`src/rtl/jk_latch_arbiter.sv`:
```
// Two-requester round-robin arbiter driving a bank of level-sensitive JK latch cells.
// Define JK_LATCH_READBACK_EN to check each cell's q against its expected value before ack.
module jk_latch_arbiter #(
  parameter int N = 4,
  parameter int IDX_W = 2,
  parameter int PULSE_CYC = 2
) (
  input  logic             clk,
  input  logic             rst_n,
  input  logic             req_a,
  input  logic [1:0]       op_a,
  input  logic [IDX_W-1:0] idx_a,
  output logic             ack_a,
  input  logic             req_b,
  input  logic [1:0]       op_b,
  input  logic [IDX_W-1:0] idx_b,
  output logic             ack_b,
  output logic [N-1:0]     j,
  output logic [N-1:0]     k,
  output logic [N-1:0]     enable,
  input  logic [N-1:0]     q,
  output logic             busy,
  output logic             err
);

  localparam int CW = (PULSE_CYC > 1) ? $clog2(PULSE_CYC) : 1;

  typedef enum logic [1:0] {
    IDLE,
    PULSE,
    SETTLE,
    ACK
  } state_t;

  function automatic logic bit_at(
    input logic [N-1:0] v,
    input logic [IDX_W-1:0] i
  );
    logic r;
    r = 1'b0;
    for (int n = 0; n < N; n++)
      if (i == IDX_W'(n)) r = v[n];
    return r;
  endfunction

  function automatic logic [N-1:0] dec(
    input logic [IDX_W-1:0] i
  );
    logic [N-1:0] r;
    r = '0;
    for (int n = 0; n < N; n++)
      if (i == IDX_W'(n)) r[n] = 1'b1;
    return r;
  endfunction

  function automatic logic in_range(
    input logic [IDX_W-1:0] i
  );
    return {1'b0, i} < (IDX_W + 1)'(N);
  endfunction

  state_t           state, state_n;
  logic             last_b, last_n;
  logic             own_b, own_n;
  logic [IDX_W-1:0] idx_r, idx_n;
  logic [CW-1:0]    cnt, cnt_n;
  logic [N-1:0]     j_n, k_n, en_n;
  logic             acka_n, ackb_n;
  logic             busy_n, err_n;

  logic             gnt_a, gnt_b;
  logic [1:0]       sel_op;
  logic [IDX_W-1:0] sel_idx;
  logic             sel_q;
  logic             tj, tk;
  logic             mism;

`ifdef JK_LATCH_READBACK_EN
  logic [1:0] op_r, op_n;
  logic       qcap, qcap_n;
  logic       q_exp;

  always_comb begin
    q_exp = qcap;
    unique case (1'b1)
      op_r == 2'b01: q_exp = 1'b0;
      op_r == 2'b10: q_exp = 1'b1;
      op_r == 2'b11: q_exp = ~qcap;
      default: ;
    endcase
    mism = in_range(idx_r) & (bit_at(q, idx_r) != q_exp);
  end
`else
  assign mism = 1'b0;
`endif

  // last_b set means B was granted last, so A wins a tie.
  always_comb begin
    gnt_a   = req_a & (~req_b | last_b);
    gnt_b   = req_b & ~gnt_a;
    sel_op  = gnt_b ? op_b : op_a;
    sel_idx = gnt_b ? idx_b : idx_a;
    sel_q   = bit_at(q, sel_idx);
    tj      = 1'b0;
    tk      = 1'b0;
    unique case (1'b1)
      sel_op == 2'b01: tk = 1'b1;
      sel_op == 2'b10: tj = 1'b1;
      sel_op == 2'b11: begin
        tj = ~sel_q;
        tk = sel_q;
      end
      default: ;
    endcase
  end

  always_comb begin
    state_n = state;
    last_n  = last_b;
    own_n   = own_b;
    idx_n   = idx_r;
    cnt_n   = cnt;
    j_n     = j;
    k_n     = k;
    en_n    = '0;
    acka_n  = 1'b0;
    ackb_n  = 1'b0;
    err_n   = 1'b0;
`ifdef JK_LATCH_READBACK_EN
    op_n    = op_r;
    qcap_n  = qcap;
`endif
    unique case (state)
      IDLE: begin
        j_n = '0;
        k_n = '0;
        if (gnt_a | gnt_b) begin
          own_n  = gnt_b;
          last_n = gnt_b;
          idx_n  = sel_idx;
          j_n    = dec(sel_idx) & {N{tj}};
          k_n    = dec(sel_idx) & {N{tk}};
`ifdef JK_LATCH_READBACK_EN
          op_n   = sel_op;
          qcap_n = sel_q;
`endif
          if (in_range(sel_idx) && sel_op != 2'b00) begin
            state_n = PULSE;
            en_n    = dec(sel_idx);
            cnt_n   = CW'(PULSE_CYC - 1);
          end else begin
            state_n = SETTLE;
          end
        end
      end
      PULSE: begin
        if (cnt == '0) begin
          state_n = SETTLE;
        end else begin
          cnt_n = cnt - CW'(1);
          en_n  = dec(idx_r);
        end
      end
      SETTLE: begin
        state_n = ACK;
        acka_n  = ~own_b;
        ackb_n  = own_b;
        err_n   = ~in_range(idx_r) | mism;
        j_n     = '0;
        k_n     = '0;
      end
      ACK: state_n = IDLE;
      default: state_n = IDLE;
    endcase
    busy_n = (state_n != IDLE);
  end

  always_ff @(posedge clk) begin
    if (!rst_n) begin
      state  <= IDLE;
      last_b <= 1'b1;
      own_b  <= 1'b0;
      idx_r  <= '0;
      cnt    <= '0;
      j      <= '0;
      k      <= '0;
      enable <= '0;
      ack_a  <= 1'b0;
      ack_b  <= 1'b0;
      busy   <= 1'b0;
      err    <= 1'b0;
`ifdef JK_LATCH_READBACK_EN
      op_r   <= 2'b00;
      qcap   <= 1'b0;
`endif
    end else begin
      state  <= state_n;
      last_b <= last_n;
      own_b  <= own_n;
      idx_r  <= idx_n;
      cnt    <= cnt_n;
      j      <= j_n;
      k      <= k_n;
      enable <= en_n;
      ack_a  <= acka_n;
      ack_b  <= ackb_n;
      busy   <= busy_n;
      err    <= err_n;
`ifdef JK_LATCH_READBACK_EN
      op_r   <= op_n;
      qcap   <= qcap_n;
`endif
    end
  end

endmodule

```
`config.mk`:
```
export PLATFORM = sky130hd
export DESIGN_NAME = jk_latch_arbiter
export DESIGN_NICKNAME = d
export VERILOG_FILES = /design/src/rtl/jk_latch_arbiter.sv
export SDC_FILE = /design/constraint.sdc
export NUM_CORES = 1
export LEC_CHECK = 0
export CAP_MARGIN = 20
export CORE_MARGIN = 10
export CORE_UTILIZATION = 35
export DETAILED_ROUTE_END_ITERATION = 6
export SLEW_MARGIN = 20
export SYNTH_ARGS = -nofsm -noshare
export SYNTH_HDL_FRONTEND = slang
export SYNTH_SLANG_ARGS = --single-unit
```
`constraint.sdc`:
```
create_clock -name clk -period 3.7 [get_ports clk]
set_input_delay 0.555 -clock clk [delete_from_list [all_inputs] [get_ports clk]]
set_output_delay 0.555 -clock clk [all_outputs]
set_load 0.01 [all_outputs]
```
==> Word level (Yosys, flattened, before mapping) <==
Index checks and enable logic that the tools add are counted.
{ "word_totals": {"ff_bits": 22, "latchBits": 0, "mem_bits_rw": 0, "romBits": 0, "inputBits": 16, "out_inout_bits": 16, "elab_cells": 86, "mem_count": 0} }
{ "op_classes": {"n_addsub": 1, "mul": 0, "div_mod_pow": 0, "n_lt_le_gt_ge": 0, "n_eq_ne": 14, "n_shift": 0, "n_mux": 40, "bitwise_logic": 10, "reduce_logical": 10} }
{ "op_table": {"columns": ["cell", "n"], "rows": [
  ["4-bit case mux with 2 select lines", 3],
  ["1-bit two-way mux", 23],
  ["4-bit two-way mux", 5],
  ["2-bit == test (second input constant)", 8],
  ["2-bit two-way mux", 5],
  ["4-bit bitwise AND", 2],
  ["2-bit by 1-bit == test with 1-bit output (second input constant)", 4],
  ["2-bit case mux with 4 select lines", 1],
  ["2-bit nonzero test", 4],
  ["2-bit zero test", 3],
  ["1-bit case mux with 2 select lines", 3],
  ["2-bit inequality test (second input constant)", 2],
  ["1-bit inverter", 4],
  ["2-bit AND reduction", 2],
  ["3-bit AND reduction", 1],
  ["1-bit bitwise AND", 2],
  ["1-bit OR", 2],
  ["1-bit subtractor (second input constant)", 1]
]} }

==> Depth between registers and ports, before layout <==
{ "logic_depth": {"word_depth": 16, "ltp_mapped": 5, "depth_no_buf": 4} }

==> Worst setup path before layout <==
OpenSTA, ideal clock, no wires.
{ "synth_path": {"kind": "in2reg", "start": "input req_b", "end": "register j[1]", "setup_ns": 0.117, "arrival_time_ns": 1.586, "required_time_ns": 3.583, "setup_slack_ns": 1.997, "stages": 4, "path_buffers": 0, "path_cell_list": "a21boi_2 -> mux2_4 -> and3b_1 -> a32o_1"} }
{ "synth_via": {"elab_chain_len": 16, "word_cells_on_any_way": 26, "classes_between": "5 x eq/ne; 12 x mux; 8 x bitwise; 1 x reduce/logical"} }
{ "synth_lines": {"columns": ["item", "line", "source"], "rows": [
  ["start: declaration", "14", "input logic req_b,"],
  ["1-bit inverter", "99", "gnt_a = req_a & (~req_b | last_b);"],
  ["1-bit OR", "99", null],
  ["1-bit bitwise AND", "99", null],
  ["1-bit inverter", "100", "gnt_b = req_b & ~gnt_a;"],
  ["1-bit bitwise AND", "100", null],
  ["2-bit two-way mux", "102", "sel_idx = gnt_b ? idx_b : idx_a;"],
  ["2-bit zero test", "42", "if (i == IDX_W'(n)) r = v[n];"],
  ["1-bit two-way mux (4 in a row)", "42", null],
  ["1-bit inverter", "110", "tj = ~sel_q;"],
  ["1-bit case mux with 2 select lines", "106", "unique case (1'b1)"],
  ["4-bit bitwise AND", "141", "j_n = dec(sel_idx) & {N{tj}};"],
  ["4-bit two-way mux (*)", "137", "if (gnt_a | gnt_b) begin"],
  ["4-bit case mux with 2 select lines (*)", "133", "unique case (state)"],
  ["end signal: assignment", "202", "j <= j_n;"],
  ["end: declaration", "18", "output logic [N-1:0] j,"]
]} }
Mark *: on every way between the ends. The rest lies on a longest branch, timed or not. The select of a mux whose other input is x is not followed.
A chain may end at the register's enable or synchronous reset.

==> Worst setup path in the final report <==
Ends and elaborated chain as after synthesis.

==> results.md <==
- CTS Hold Bufs: 0
- Vias per cell: 5.06
- Die area: 5980 µm²
- Die W: 77.3 µm
- Max incr delay on CP: 0.51 ns
- Post-CTS Setup Bufs: 0
- CP top delay family: compound AO/OA/AOI/OAI gates
- Tmin final: 2.00 ns
- I/O Buffers: 30
- Async SR Flop Fraction: 0%
- IO Pins: 32
- Detailed Place HPWL: 2.21 mm
- Synthesis Warnings: 0
- DRT Pass-1 Iters: 4
- Gpl congestion: 0.881
- Post-CTS Resized: 0
- Kind of start point of the critical path: input pin
- DR vias: 1028
- Total core area: 3100 µm²
- Rows: 20
- Worst hold path depth: 2
- DRT iter0 DRCs: 20
- Primary FF master, synth: dfxtp_1
- Most frequent cells in the layout: clkdlybuf4s50_1 (30), dfxtp_1 (22), nand2_1 (17)
- Vias in the first global route: 981
- Post-route DRC violation count: 0
- Post-Place Cells: 199
- Commonest non-fill, non-tap cell in the layout: clkdlybuf4s50_1
- Max cap viols: 0
- Cell area power density: 379 nW/µm²
- Max IR drop VDD: 0.146 mV
- WS Path Type: in2reg
- Initial antenna violation count: 0
- Final Skew: 0.00634 ns
- CP Cell Sequence: clkdlybuf4s50_1 -> a21boi_2 -> mux2_4 -> and3b_1 -> a32o_1
- Final period utilization: 54.1%
- Final Non-Filler Cells: 203
- Outcome: complete, no violations
- Area grow syn2layout: 30.9%
- CP endpoint kind: flop
- Total power: 570 µW
- Cell count after synthesis: 131
- Root buffer cell: clkbuf_4
- Setup Viol. Count Final: 0
- Worst skew pair latency: 0.31 ns
- Leak: 0.565 nW
- Mapped Area: 1150 µm²
- Slowest CP cell: clkdlybuf4s50_1
- CTS tree: yes
- Total GRT Usage: 8.85%
- Synth Register Bits: 22
- Final worst slack: 1.70 ns
- Global route total overflow: 0
- Pre-CTS setup slack: 1.36 ns
- Fmax achieved: 500 MHz
- Average size of a mapped cell: 8.78 µm²
- Largest cells by area after synthesis: dfxtp_1 (38%), nand2_1 (5.5%), nor2_1 (4.9%)
- Global-route wire length before repair: 4.52 mm
- Rel. slew slack: 53.2%
- R2R cell count: 4
- Layout cells sized above 1: 10.1%
- Final ANT Viol Nets: 0
- Yosys cell types: 41
- Routed WL: 2.76 mm
- Sum of buffers and inverters on the critical path: 1
- Die span in y: 77.3 µm
- Yosys top cell area share: 38.3%
- Largest net degree at the start of global routing: 14
- RSZ-0062 raised after global routing: false
- Post-synth EDFFs: 0
- Worst-path fanout max: 8
- Wire per inst: 13.6 µm
- # diodes: 0
- Worst hold path class: reg2reg
- Clk slew on worst S/H paths: 0.11 ns
- Fin. Hold Viols: 0
- Initial Util: 37.1%
- Syn nets: 147
- Total CTS buffers: 3
- H-tree depth: 1
- Arrival time at the worst endpoint: 2.21 ns
- CTS sink count: 22
- Sequential area share after synthesis: 38.3%
- Slew Limit Fails: 0
- Levels on crit path: 5
- Synth area leader: dfxtp_1
- Max Root-Sink Buffers: 2
- Least-Margin Pin Slew: 0.698 ns
- WHS: 0.459 ns
- Fin nets: 176
- Final setup TNS: 0 ns
- Worst EP required: 3.91 ns
Yosys cell counts (4+ instances only):
library cell / n
dfxtp_1: 22
nand2_1: 17
nor2_1: 15
nand2b_1: 6
inv_1: 5
nor3_1: 5
a21oi_1: 4
a31oi_1: 4
o211ai_1: 4
routing by layer:
metal,vias to the layer above,wire (µm),global-route usage (%)
met1,471,1340,11.0
met3,6,123,1.98
li1,529,-,-
met5,-,0,0
met2,22,1240,14.0
met4,0,51,4.38
cell type report:
cell class,count,area (µm²)
fill,330,1600
tap,44,55.1
sequential,22,440
timing repair buffer,30,300
multi-input combinational,97,651
clock buffer,4,36.3
inverter,6,22.5
flip-flops by register name (all words and copies together), names as in the netlist:
name and cells:
cnt 1, j 4, enable 4, last_b 1
busy 1, ack_b 1, state 2, k 4
own_b 1, ack_a 1, idx_r 2
cell families (layout without fill, tap and decap cells):
kind of cell    after synthesis  in the layout  synth area share, %
mux                           9              9                 10.7
compound gates               31             31                 21.7
buf+inv                      12             40                 5.11
flops                        22             22                 38.3
other cells                   1              1                0.326
simple gates                 56             56                 23.9
stage by stage:
stage                     util, %  instance area, µm²
after floorplan                 -                1150
after global placement       47.3                1470
after detailed placement     47.3                1470
after CTS                    48.5                1510
after global routing         48.5                1510
final                        48.5                1510
path summary, 6_finish.rpt:
| check | from | end | slack [ns] |
|---|---|---|---|
| setup / recovery | req_b | j[1] | 1.70 |
| hold / removal | j[0] | j[0] | 0.46 |
| setup reg to reg | last_b | j[1] | 2.12 |
| hold reg to reg | j[0] | j[0] | 0.46 |
power by group:
part           internal (mW)  switching [mW]
Clock                 0.0602          0.0706
Sequential             0.259          0.0215
Combinational         0.0765          0.0819
Total                  0.396           0.174
worst reg2reg max path, cell delays in order (launching register included):
cell,delay [ns]
dfxtp_1,0.37
a21boi_2,0.35
mux2_4,0.36
and3b_1,0.16
a32o_1,0.24
(Power assumes the default switching activity.)
